$ cat src/rtl/vid_line_packer.sv
// Packs retimed video pixels four per 64-bit word into ping-pong line buffers and flags completed lines.
// Optional CAMERICA_TEST_PATTERN_EN replaces vid_pixel with a {line, column} test pattern.
module vid_line_packer #(
   parameter int WORD_AW = 8,
   parameter int PIX_W   = 12
) (
   input  logic               clk,
   input  logic               rst,
   input  logic [PIX_W-1:0]   vid_pixel,
   input  logic               vid_pixsync,
   input  logic               vid_hsync,
   input  logic               vid_vsync,
   input  logic               vid_visible,
   input  logic               vid_locked,
   output logic               buf_wr_en,
   output logic [WORD_AW:0]   buf_wr_addr,
   output logic [63:0]        buf_wr_data,
   output logic               rd_bank,
   output logic               line_done,
   output logic [WORD_AW:0]   line_words,
   output logic [15:0]        line_num,
   output logic               frame_start,
   output logic               overflow,
   input  logic               ovf_clr
);

   typedef enum logic [1:0] {WAIT_LOCK, WAIT_FRAME, ACTIVE} state_t;

   state_t state, state_nxt;
   logic   in_wait_frame, in_active;

   logic [1:0]       pack_cnt;
   logic [47:0]      pack_reg;
   logic [WORD_AW:0] word_idx;
   logic             cur_bank;
   logic [15:0]      line_cnt;

   logic             close_pend;
   logic [WORD_AW:0] cap_words;
   logic [15:0]      cap_num;
   logic             cap_bank;

   logic             start_frame, close_line, new_line;
   logic             pix_ok, accept, drop;
   logic [WORD_AW:0] eff_idx;
   logic [1:0]       eff_cnt;
   logic [47:0]      eff_pack, pack_ins;
   logic [PIX_W-1:0] pix_src;
   logic [15:0]      pix16;

   // FSM: state register
   always_ff @(posedge clk) begin
      if (!rst) state <= WAIT_LOCK;
      else      state <= state_nxt;
   end

   // FSM: next state
   always_comb begin
      state_nxt = state;
      case (state)
         WAIT_LOCK:  if (vid_locked) state_nxt = WAIT_FRAME;
         WAIT_FRAME: if (vid_vsync)  state_nxt = ACTIVE;
         default:    state_nxt = ACTIVE;
      endcase
      if (!vid_locked) state_nxt = WAIT_LOCK;
   end

   // FSM: state decode
   always_comb begin
      in_wait_frame = (state == WAIT_FRAME);
      in_active     = (state == ACTIVE);
   end

   always_comb begin
      start_frame = in_wait_frame & vid_vsync & vid_locked;
      close_line  = in_active & (vid_hsync | vid_vsync) & vid_locked;
      new_line    = start_frame | close_line;
      // a pixel coincident with a sync strobe is pixel 0 of the new line
      eff_idx     = new_line ? '0 : word_idx;
      eff_cnt     = new_line ? 2'd0 : pack_cnt;
      eff_pack    = new_line ? '0 : pack_reg;
      pix_ok      = vid_pixsync & vid_visible & vid_locked & (in_active | start_frame);
      accept      = pix_ok & ~eff_idx[WORD_AW];
      drop        = pix_ok & eff_idx[WORD_AW];
   end

`ifdef CAMERICA_TEST_PATTERN_EN
   logic [15:0]      line_eff;
   logic [WORD_AW+2:0] col_full;
   logic [11:0]      pat;

   always_comb begin
      if (start_frame || (close_line && vid_vsync)) line_eff = '0;
      else if (close_line)                          line_eff = line_cnt + 16'd1;
      else                                          line_eff = line_cnt;
      col_full = {eff_idx, eff_cnt};
      pat      = {line_eff[3:0], 8'(col_full)};
      pix_src  = PIX_W'(pat);
   end
`else
   always_comb pix_src = vid_pixel;
`endif

   always_comb begin
      pix16    = 16'(pix_src);
      pack_ins = eff_pack;
      case (eff_cnt)
         2'd0:    pack_ins[15:0]  = pix16;
         2'd1:    pack_ins[31:16] = pix16;
         default: pack_ins[47:32] = pix16;
      endcase
   end

   always_ff @(posedge clk) begin
      if (!rst) begin
         pack_cnt    <= '0;
         pack_reg    <= '0;
         word_idx    <= '0;
         cur_bank    <= 1'b0;
         line_cnt    <= '0;
         close_pend  <= 1'b0;
         cap_words   <= '0;
         cap_num     <= '0;
         cap_bank    <= 1'b0;
         buf_wr_en   <= 1'b0;
         buf_wr_addr <= '0;
         buf_wr_data <= '0;
         rd_bank     <= 1'b1;
         line_done   <= 1'b0;
         line_words  <= '0;
         line_num    <= '0;
         frame_start <= 1'b0;
         overflow    <= 1'b0;
      end else begin
         buf_wr_en   <= 1'b0;
         line_done   <= 1'b0;
         frame_start <= start_frame | (close_line & vid_vsync);
         close_pend  <= close_line;

         // second close stage: publish the finished line and hand its bank to the reader
         if (close_pend) begin
            line_done  <= 1'b1;
            line_words <= cap_words;
            line_num   <= cap_num;
            rd_bank    <= cap_bank;
         end

         if (start_frame) line_cnt <= '0;

         if (close_line) begin
            cap_words <= word_idx + (WORD_AW+1)'(pack_cnt != 2'd0);
            cap_num   <= line_cnt;
            cap_bank  <= cur_bank;
            cur_bank  <= ~cur_bank;
            line_cnt  <= vid_vsync ? 16'd0 : line_cnt + 16'd1;
            if (pack_cnt != 2'd0) begin
               buf_wr_en   <= 1'b1;
               buf_wr_addr <= {cur_bank, word_idx[WORD_AW-1:0]};
               buf_wr_data <= {16'h0000, pack_reg};
            end
         end

         if (!vid_locked) begin
            pack_cnt <= '0;
            pack_reg <= '0;
            word_idx <= '0;
         end else if (accept) begin
            if (eff_cnt == 2'd3) begin
               buf_wr_en   <= 1'b1;
               buf_wr_addr <= {cur_bank, eff_idx[WORD_AW-1:0]};
               buf_wr_data <= {pix16, eff_pack};
               pack_cnt    <= '0;
               pack_reg    <= '0;
               word_idx    <= eff_idx + 1'b1;
            end else begin
               pack_cnt <= eff_cnt + 2'd1;
               pack_reg <= pack_ins;
               word_idx <= eff_idx;
            end
         end else if (new_line) begin
            pack_cnt <= '0;
            pack_reg <= '0;
            word_idx <= '0;
         end

         if (drop)         overflow <= 1'b1;
         else if (ovf_clr) overflow <= 1'b0;
      end
   end

endmodule
$ cat config.mk
export PLATFORM = sky130hd
export DESIGN_NAME = vid_line_packer
export DESIGN_NICKNAME = d
export VERILOG_FILES = /design/src/rtl/vid_line_packer.sv
export SDC_FILE = /design/constraint.sdc
export NUM_CORES = 1
export LEC_CHECK = 0
export ABC_AREA = 0
export BUFFER_PORTS_ARGS = -buffer_cell sky130_fd_sc_hd__buf_2
export CAP_MARGIN = 0
export CORE_ASPECT_RATIO = 0.8
export CORE_MARGIN = 2
export CORE_UTILIZATION = 50
export CTS_CLUSTER_DIAMETER = 120
export DETAILED_ROUTE_END_ITERATION = 8
export PLACE_DENSITY_LB_ADDON = 0.12
export SLEW_MARGIN = 20
export SYNTH_ARGS = -nofsm -noshare
export SYNTH_HDL_FRONTEND = slang
export SYNTH_SLANG_ARGS = --single-unit
$ cat constraint.sdc
create_clock -name clk -period 4 [get_ports clk]
set_clock_uncertainty 0.1 [all_clocks]
set_input_delay 0.4 -clock clk [delete_from_list [all_inputs] [get_ports clk]]
set_output_delay 0.4 -clock clk [all_outputs]
set_load 0.005 [all_outputs]
==> results.txt, run 1 <==
----------------------------------------------------
[Clocking]
  Inserted Clock Buffers ... 21
  Clock tree from TritonCTS ... yes
  CTS Root Cell ... sky130_fd_sc_hd__clkbuf_16
  Clock insertion delay at the later pin of the skew report ... 0.48 ns
  Maximum root-to-sink buffer count ... 3
  Number of H-tree levels ... 1
  Clock sinks ... 208
  Number of buffers inserted to repair setup after CTS ... 0
  Number of cells upsized or downsized after cts ... 0
  Clock input transition at the sequential cells of the worst setup and hold paths ... 0.06 ns
  Post-CTS Hold Fix Bufs ... 0

[Placement]
  Instance area at placement ... 8320 µm²
  HPWL after detailed placement ... 12600 µm
  Buffers on Ports ... 122
  Global placer's final weighted congestion ... 0.815
  Number of instances in the placed design ... 1065
  Worst slack, placed ... 0.647 ns

[STA]
  Unrepaired setup endpoints after global routing ... no
  Final setup vio count ... 0
  Final period utilization ... 0.835
  Relative slew slack ... 0.355
  Final Hold Slack ... 0.0991 ns
  Total negative setup slack ... 0 ns
  Timing-limited maximum frequency ... 0.299 GHz
  Final worst path period need ... 3.34 ns
  Number of max-slew violations in the final report ... 0
  Number of hold violations in the final report ... 0
  Minimum setup slack in the final design ... 0.660 ns
  Pin slew with the least headroom to its limit ... 0.967 ns

[Critical path]
  Worst Setup Path Type ... reg2reg
  Nature of the critical path endpoint ... flop
  Buffer and inverter count on the worst path ... 2
  Stage delay of the slowest cell on the critical path ... 0.52 ns
  Startpoint type of the worst setup path ... flop
  Biggest fanout along the worst timing path ... 44
  CP max-delay cell ... sky130_fd_sc_hd__o21ai_0
  Cell-by-cell trace of the critical path ... nand2b_2 > o21ai_0 > nand2_1 > nand2_1 > inv_1 > ha_1 > and2_1 > nand2_1 > mux2i_4 > buf_12 > a22o_1
  Cell with the most instances on the worst path ... sky130_fd_sc_hd__nand2_1
  Crit-path leading delay family ... simple AND/OR/NAND/NOR gates
  Crit path DAT ... 3.66 ns
  Critical Path RT ... 4.32 ns

[Finish]
  Fraction of layout cells with a size suffix above 1 ... 0.196
  Filler-free cell count of the finished design ... 1102
  Largest register FFs ... 64
  Area of all placed cells without fillers ... 9030 µm²
  Layout overhead on the synthesized area ... 18.8%
  Register area ... 4160 µm²
  Fin nets ... 926
  Antenna diode instance count ... 0
  Fill count ... 1302
  Area of the multi-input gates ... 3150 µm²

[GRT]
  Overflow left after global routing ... 0
  Global-route wire length before repair ... 29500 µm
  Via count of the first global-routing pass ... 5695
  GR Util All Layers ... 0.223
  Number of antenna violations at the first check in global routing ... 0
  Largest net degree at the start of global routing ... 52

[Yosys]
  Largest cells by area after synthesis ... sky130_fd_sc_hd__dfxtp_1 (55%), sky130_fd_sc_hd__a22o_1 (7.3%), sky130_fd_sc_hd__a21oi_1 (5.5%)
  Cells after Synth ... 801
  Share of flip-flops with an asynchronous set or reset after synthesis ... 0
  Number of enable flip-flop cells after synthesis ... 0
  Average cell area after synthesis ... 9.49 µm²
  Summed instance area of the synthesized netlist ... 7600 µm²
  Number of warnings reported in the yosys synthesis log ... 0
  Top cell type by total area after synthesis ... sky130_fd_sc_hd__dfxtp_1
  Area share of the largest cell type after synthesis ... 0.548
  Syn_nets ... 828
  Most frequently used flop master after synthesis ... sky130_fd_sc_hd__dfxtp_1
  Flip-flop and latch count after synthesis ... 208
  Sequential-to-total area share from yosys stat ... 0.548
  Netlist cell types ... 51

[Floorplanning]
  Count of pins on the block boundary ... 123
  Initial core utilization ... 0.508
  Die area ... 16200 µm²
  Row cnt ... 40
  Horizontal die dimension ... 142 µm
  Standard cell core area ... 15000 µm²
  Vertical die dimension ... 114 µm

[Routing]
  Number of design rule violations left after detail routing ... 0
  Remaining number of nets flagged by the antenna check after routing ... 0
  Via density per instance ... 5.71
  Wire length per cell ... 16.8 µm
  Number of detailed-route iterations in the first pass ... 5
  Total wire length ... 18500 µm
  Vias after detailed routing ... 6287
  Initial DRC Count ... 434

[Pwr]
  Power per cell area ... 461 nW/µm²
  Worst IR drop on VDD ... 0.000259 V
  Leakage power ... 3.53 nW

[Hold path]
  Kind of path behind the tightest hold check ... in2reg

[Outcome]
  Status ... finished clean

[Run]
  Max-capacitance violation count ... 0

----------------------------------------------------
==> cells by family (layout without fill, tap and decap cells) <==
| family | count (synthesis) | count (layout) | synth area share |
|---|---|---|---|
| xor+xnor | 12 | 12 | 0.0138 |
| buf+inv | 69 | 181 | 0.0398 |
| simple gates | 279 | 279 | 0.178 |
| mux | 27 | 27 | 0.0355 |
| compound gates | 199 | 199 | 0.173 |
| fa+ha+maj | 7 | 7 | 0.0115 |
| flops | 208 | 208 | 0.548 |
==> cell usage after synthesis (2+ instances only) <==
cell type	n
sky130_fd_sc_hd__nand3_1	64
sky130_fd_sc_hd__inv_1	9
sky130_fd_sc_hd__o211ai_1	3
sky130_fd_sc_hd__a211oi_1	4
sky130_fd_sc_hd__and3_1	3
sky130_fd_sc_hd__nor4_1	2
sky130_fd_sc_hd__xor2_1	6
sky130_fd_sc_hd__o31ai_1	5
sky130_fd_sc_hd__nor2b_1	3
sky130_fd_sc_hd__a21boi_0	2
sky130_fd_sc_hd__dfxtp_1	208
sky130_fd_sc_hd__nand2b_1	2
sky130_fd_sc_hd__nand4_1	29
sky130_fd_sc_hd__ha_1	7
sky130_fd_sc_hd__buf_6	3
sky130_fd_sc_hd__clkbuf_1	37
sky130_fd_sc_hd__o21a_1	4
sky130_fd_sc_hd__mux2i_1	27
sky130_fd_sc_hd__or2_2	2
sky130_fd_sc_hd__o21ai_0	20
sky130_fd_sc_hd__a22o_1	63
sky130_fd_sc_hd__xnor2_1	6
sky130_fd_sc_hd__nor2_1	57
sky130_fd_sc_hd__buf_2	13
sky130_fd_sc_hd__a31oi_1	5
sky130_fd_sc_hd__nand2_1	79
sky130_fd_sc_hd__or3_1	3
sky130_fd_sc_hd__and2_1	20
sky130_fd_sc_hd__or4_1	6
sky130_fd_sc_hd__a41oi_1	2
sky130_fd_sc_hd__buf_1	5
sky130_fd_sc_hd__a21oi_1	83
==> tightest hold or removal path, cell delays in order <==
cell and delay, ns:
sky130_fd_sc_hd__buf_2 0.13, sky130_fd_sc_hd__nand2_1 0.06, sky130_fd_sc_hd__a21oi_1 0.05
==> metrics by stage <==
stage | power [mW] | utilization
floorplan | 2.18 | -
global placement | 2.21 | 0.556
detailed placement | 2.22 | 0.556
CTS | 4.21 | 0.604
global route | 4.30 | 0.604
finish | 4.16 | 0.604
==> final cells by class <==
type / instances / share of cell area
Inverter: 9 / 0.00374
Clock inverter: 5 / 0.00831
Multi-Input combinational cell: 524 / 0.349
Sequential cell: 208 / 0.461
Timing Repair Buffer: 135 / 0.0812
Clock buffer: 32 / 0.0705
Tap cell: 189 / 0.0262
==> per-layer routing <==
layer,vias to the layer above,GRT usage,share of wire
li1,3062,-,-
met1,3016,0.334,0.48
met2,185,0.339,0.45
met3,24,0.0347,0.060
met4,0,0.0540,0.014
met5,-,0,0
==> final timing paths <==
path	from	end	slack (ns)	cells past startpoint
max reg2reg	state[0]	buf_wr_data[38]	0.66	11
max	state[0]	buf_wr_data[38]	0.66	11
min reg2reg	cap_num[5]	cap_num[5]	0.36	2
min	vid_pixel[1]	buf_wr_data[49]	0.1	3
==> layout by cell type (no fill, tap or decap), drive strengths merged, types with 4 or more instances in the layout <==
cell type,Yosys,final
nand2,80,80
and2,20,20
o31ai,5,5
a31oi,5,5
or4,6,6
dfxtp,208,208
nand3,64,64
buf,22,135
clkinv,0,4
mux2i,27,27
a22o,63,63
xnor2,6,6
nor2,58,58
nand4,29,29
o21a,4,4
a211oi,4,4
inv,9,8
ha,7,7
a21oi,83,83
clkbuf,38,32
o21ai,22,22
xor2,6,6
==> where the power goes <==
part           internal [mW]  total (mW)  switching, mW  leakage (nW)
Clock                   1.22        1.99          0.771         0.354
Combinational         0.0222      0.0958         0.0736          1.50
Sequential              2.07        2.08        0.00182          1.67
Total                   3.32        4.16          0.846          3.53
(Power assumes the default switching activity.)
==> run 2, diff against run 1 <==
--- a/config.mk
+++ b/config.mk
@@ -5,7 +5,7 @@
 export SDC_FILE = /design/constraint.sdc
 export NUM_CORES = 1
 export LEC_CHECK = 0
-export ABC_AREA = 0
+export ABC_AREA = 1
 export BUFFER_PORTS_ARGS = -buffer_cell sky130_fd_sc_hd__buf_2
 export CAP_MARGIN = 0
 export CORE_ASPECT_RATIO = 0.8
==> constraint.sdc (replaced) <==
create_clock -name clk -period 2.9 [get_ports clk]
set_clock_uncertainty 0.1 [all_clocks]
set_input_delay 0.29 -clock clk [delete_from_list [all_inputs] [get_ports clk]]
set_output_delay 0.29 -clock clk [all_outputs]
set_load 0.005 [all_outputs]
==> run 2 against run 1 <==
Net effect:
- cell count up 36%
- sequential share of layout area fell by 3.9 points
- critical path depth increased by 3
- critical path type is now in2reg
- first-iteration DRC count is 24% higher
- wire length up 14%
- synthesized area is 11% higher
- sequential cell count unchanged
- sequential power rose by 38%
- worst setup slack worse by 0.38 ns
- combinational power increased by 52%
==> results.txt, run 2 <==
----------------------------------------------------
[Outcome]
  Status ... finished clean (unchanged)

[Pwr]
  Proportion of total power due to net switching ... 0.212 (was 0.203)
  Portion of total power attributed to combinational logic ... 0.026 (was 0.023)
  Post-route total power ... 5.62 mW (was 4.16 mW)
  Switching pwr ... 1.19 mW (was 846 µW)
  Clk pwr share ... 0.463 (was 0.479)
  Worst IR drop on VDD ... 0.000343 V (was 0.000259 V)
  Internal ... 4.43 mW (was 3.32 mW)
  Power per cell area ... 570 nW/µm² (was 461 nW/µm²)
  Leakage power ... 4.48 nW (was 3.53 nW)
  Reg power frac ... 0.511 (was 0.498)

[STA]
  Final worst path period need ... 2.62 ns
  Timing-limited maximum frequency ... 0.382 GHz
  Number of max-slew violations in the final report ... 0 (unchanged)
  Final period utilization ... 0.903
  Relative slew slack ... 0.438 (was 0.355)
  Final setup vio count ... 0 (unchanged)
  Number of hold violations in the final report ... 0 (unchanged)
  Minimum setup slack in the final design ... 0.282 ns (was 0.660 ns)
  Total negative setup slack ... 0 ns (unchanged)
  Unrepaired setup endpoints after global routing ... no (unchanged)
  Pin slew with the least headroom to its limit ... 0.843 ns (was 0.967 ns)

[Finish]
  Finished Core Util ... 0.596 (was 0.604)
  Fin nets ... 1289 (was 926)
  Fraction of layout cells with a size suffix above 1 ... 0.150 (was 0.196)
  Filler-free cell count of the finished design ... 1496 (was 1102)
  Largest register FFs ... 64 (unchanged)
  Antenna diode instance count ... 0 (unchanged)
  Most common cell after layout, fill and taps aside ... sky130_fd_sc_hd__dfxtp_1 (unchanged)
  Highest-count cells in the layout ignoring fill and taps ... sky130_fd_sc_hd__dfxtp_1 (208), sky130_fd_sc_hd__nor2_1 (204), sky130_fd_sc_hd__nand2_1 (198) (was sky130_fd_sc_hd__dfxtp_1 (208), sky130_fd_sc_hd__buf_2 (122), sky130_fd_sc_hd__a21oi_1 (83))
  Layout overhead on the synthesized area ... 16.6% (was 18.8%)

[GRT]
  Via count of the first global-routing pass ... 7012 (was 5695)
  Overflow left after global routing ... 0 (unchanged)
  GR Util All Layers ... 0.234 (was 0.223)
  Largest net degree at the start of global routing ... 88 (was 52)
  Number of antenna violations at the first check in global routing ... 0 (unchanged)
  Global-route wire length before repair ... 34800 µm (was 29500 µm)

[Floorplanning]
  Vertical die dimension ... 120 µm (was 114 µm)
  Count of pins on the block boundary ... 123 (unchanged)
  Row cnt ... 42 (was 40)
  Standard cell core area ... 16600 µm² (was 15000 µm²)
  Die area ... 18000 µm² (was 16200 µm²)
  Initial core utilization ... 0.511 (was 0.508)
  Horizontal die dimension ... 149 µm (was 142 µm)

[Yosys]
  Synth cell count leaders ... sky130_fd_sc_hd__dfxtp_1 (208), sky130_fd_sc_hd__nor2_1 (204), sky130_fd_sc_hd__nand2_1 (198), sky130_fd_sc_hd__o21ai_0 (136), sky130_fd_sc_hd__a21oi_1 (107) (was sky130_fd_sc_hd__dfxtp_1 (208), sky130_fd_sc_hd__a21oi_1 (83), sky130_fd_sc_hd__nand2_1 (79), sky130_fd_sc_hd__nand3_1 (64), sky130_fd_sc_hd__a22o_1 (63))
  Netlist cell types ... 36 (was 51)
  Summed instance area of the synthesized netlist ... 8460 µm² (was 7600 µm²)
  Flip-flop and latch count after synthesis ... 208 (unchanged)
  Number of warnings reported in the yosys synthesis log ... 0 (unchanged)
  Cells after Synth ... 1167 (was 801)
  Average cell area after synthesis ... 7.25 µm² (was 9.49 µm²)
  Number of enable flip-flop cells after synthesis ... 0 (unchanged)
  Most frequently used flop master after synthesis ... sky130_fd_sc_hd__dfxtp_1 (unchanged)
  Area share of the largest cell type after synthesis ... 0.492 (was 0.548)
  Top cell type by total area after synthesis ... sky130_fd_sc_hd__dfxtp_1 (unchanged)
  Share of flip-flops with an asynchronous set or reset after synthesis ... 0 (unchanged)
  Largest cells by area after synthesis ... sky130_fd_sc_hd__dfxtp_1 (49%), sky130_fd_sc_hd__nor2_1 (9.0%), sky130_fd_sc_hd__nand2_1 (8.8%) (was sky130_fd_sc_hd__dfxtp_1 (55%), sky130_fd_sc_hd__a22o_1 (7.3%), sky130_fd_sc_hd__a21oi_1 (5.5%))
  Cell with the most instances after synthesis ... sky130_fd_sc_hd__dfxtp_1 (unchanged)
  Syn_nets ... 1194 (was 828)
  Sequential-to-total area share from yosys stat ... 0.492 (was 0.548)

[Clocking]
  Maximum root-to-sink buffer count ... 3 (unchanged)
  Clock input transition at the sequential cells of the worst setup and hold paths ... 0.06 ns (about the same)
  Number of buffers inserted to repair setup after CTS ... 0 (unchanged)
  Inserted Clock Buffers ... 21 (unchanged)
  CTS Root Cell ... sky130_fd_sc_hd__clkbuf_16 (unchanged)
  Number of H-tree levels ... 1 (unchanged)
  Clock tree from TritonCTS ... yes (unchanged)
  Clock sinks ... 208 (unchanged)
  Clock insertion delay at the later pin of the skew report ... 0.49 ns (was 0.48 ns)

[Critical path]
  Crit path DAT ... 2.93 ns (was 3.66 ns)
  Stage delay of the slowest cell on the critical path ... 0.58 ns (was 0.52 ns)
  Crit-path leading delay family ... simple AND/OR/NAND/NOR gates (unchanged)
  Startpoint type of the worst setup path ... input pin (was flop)
  Critical Path RT ... 3.21 ns (was 4.32 ns)
  Biggest fanout along the worst timing path ... 11 (was 44)
  Cell with the most instances on the worst path ... sky130_fd_sc_hd__nand2_1 (unchanged)
  Buffer and inverter count on the worst path ... 4 (was 2)
  Cell-by-cell trace of the critical path ... dlygate4sd3_1 > buf_2 > nand2_1 > inv_1 > nand2_2 > nand2_1 > buf_4 > nor2_1 > ha_1 > nand3_2 > nand2_1 > nor2_1 > nand2_1 > o21ai_1 (was nand2b_2 > o21ai_0 > nand2_1 > nand2_1 > inv_1 > ha_1 > and2_1 > nand2_1 > mux2i_4 > buf_12 > a22o_1)
  Nature of the critical path endpoint ... flop (unchanged)
  CP max-delay cell ... sky130_fd_sc_hd__nor2_1 (was sky130_fd_sc_hd__o21ai_0)
  Worst Setup Path Type ... in2reg (was reg2reg)
  Worst setup path start ... vid_vsync (was state[0])
  Startpoint of the lowest-slack register-to-register path ... state[0] (unchanged)

[Routing]
  Total wire length ... 21100 µm (was 18500 µm)
  Initial DRC Count ... 539 (was 434)
  Number of design rule violations left after detail routing ... 0 (unchanged)
  Number of detailed-route iterations in the first pass ... 5 (unchanged)
  Remaining number of nets flagged by the antenna check after routing ... 0 (unchanged)
  Via density per instance ... 5.18 (was 5.71)
  Vias after detailed routing ... 7745 (was 6287)
  Wire length per cell ... 14.1 µm (was 16.8 µm)

[Placement]
  Buffers on Ports ... 122 (unchanged)
  Number of instances in the placed design ... 1457 (was 1065)
  Worst slack, placed ... 0.285 ns (was 0.647 ns)
  HPWL after detailed placement ... 13900 µm (was 12600 µm)
  Global placer's final weighted congestion ... 0.826 (was 0.815)

[Hold path]
  Kind of path behind the tightest hold check ... in2reg (unchanged)
  Startpoint of the lowest-slack hold path ... vid_pixel[11] (was vid_pixel[1])

[Run]
  Max-capacitance violation count ... 0 (unchanged)

----------------------------------------------------
## run 2: what timing repair did
action                                 4_1_cts  5_1_grt
gates resized for setup                      0        1
endpoints found under the hold margin        2        0
hold buffers                                 2        0
setup endpoints to repair                    0        2
## run 2: logic make-up (layout without fill, tap and decap cells)
| logic type | after synthesis | count (layout) | synth area share |
|---|---|---|---|
| AO/OA/AOI/OAI | 290 | 290 | 0.177 |
| XOR/XNOR | 6 | 6 | 0.00621 |
| adder cells (fa/ha/maj) | 7 | 7 | 0.0103 |
| buffers and inverters | 170 | 279 | 0.0809 |
| flip-flops | 208 | 208 | 0.492 |
| AND/OR/NAND/NOR | 486 | 486 | 0.234 |
## run 2: routing by layer
metal  vias to the layer above  GRT usage  share of wire
met4                         0     0.0482          0.013
li1                       3977          -              -
met1                      3523      0.347           0.49
met3                        24     0.0411          0.072
met2                       221      0.359           0.42
met5                         -          0              0
## run 2: power by group through the flow
stage | Clock (mW) | Sequential (mW) | Combinational, mW
6_report | 2.60 | 2.87 | 0.146
5_1_grt | 2.79 | 2.87 | 0.160
4_1_cts | 2.65 | 2.87 | 0.145
3_5_place_dp | 0 | 2.93 | 0.142
3_3_place_gp | 0 | 2.93 | 0.142
2_1_floorplan | 0 | 2.93 | 0.0832
## run 2: per-stage QoR
stage	instance area [µm²]	hold slack [ns]
2_1_floorplan	8460	0.322
3_3_place_gp	9180	0.329
3_5_place_dp	9180	0.324
4_1_cts	9860	0.000193
5_1_grt	9870	0.0190
6_report	9870	0.0127
## run 2: final timing paths
path                            cells after the start         endpoint  slack, ns
worst min register to register                      2  buf_wr_data[62]       0.33
worst min-delay path                                3     pack_reg[27]       0.01
worst max-delay path                               14  buf_wr_data[56]       0.28
worst max register to register                     12  buf_wr_data[56]       0.40
## run 2: worst min-delay path: cells and delay by family
family	cells	cell delay, ns
buf+inv	1	0.10
compound gates	2	0.16
## run 2: final cells by class
type	count	area, µm²
sequential	208	4160
clock buffer	31	603
tap	220	275
inverter	99	372
multi-input combinational	789	3610
clock inverter	6	57.6
fill	1619	6690
timing repair buffer	143	779
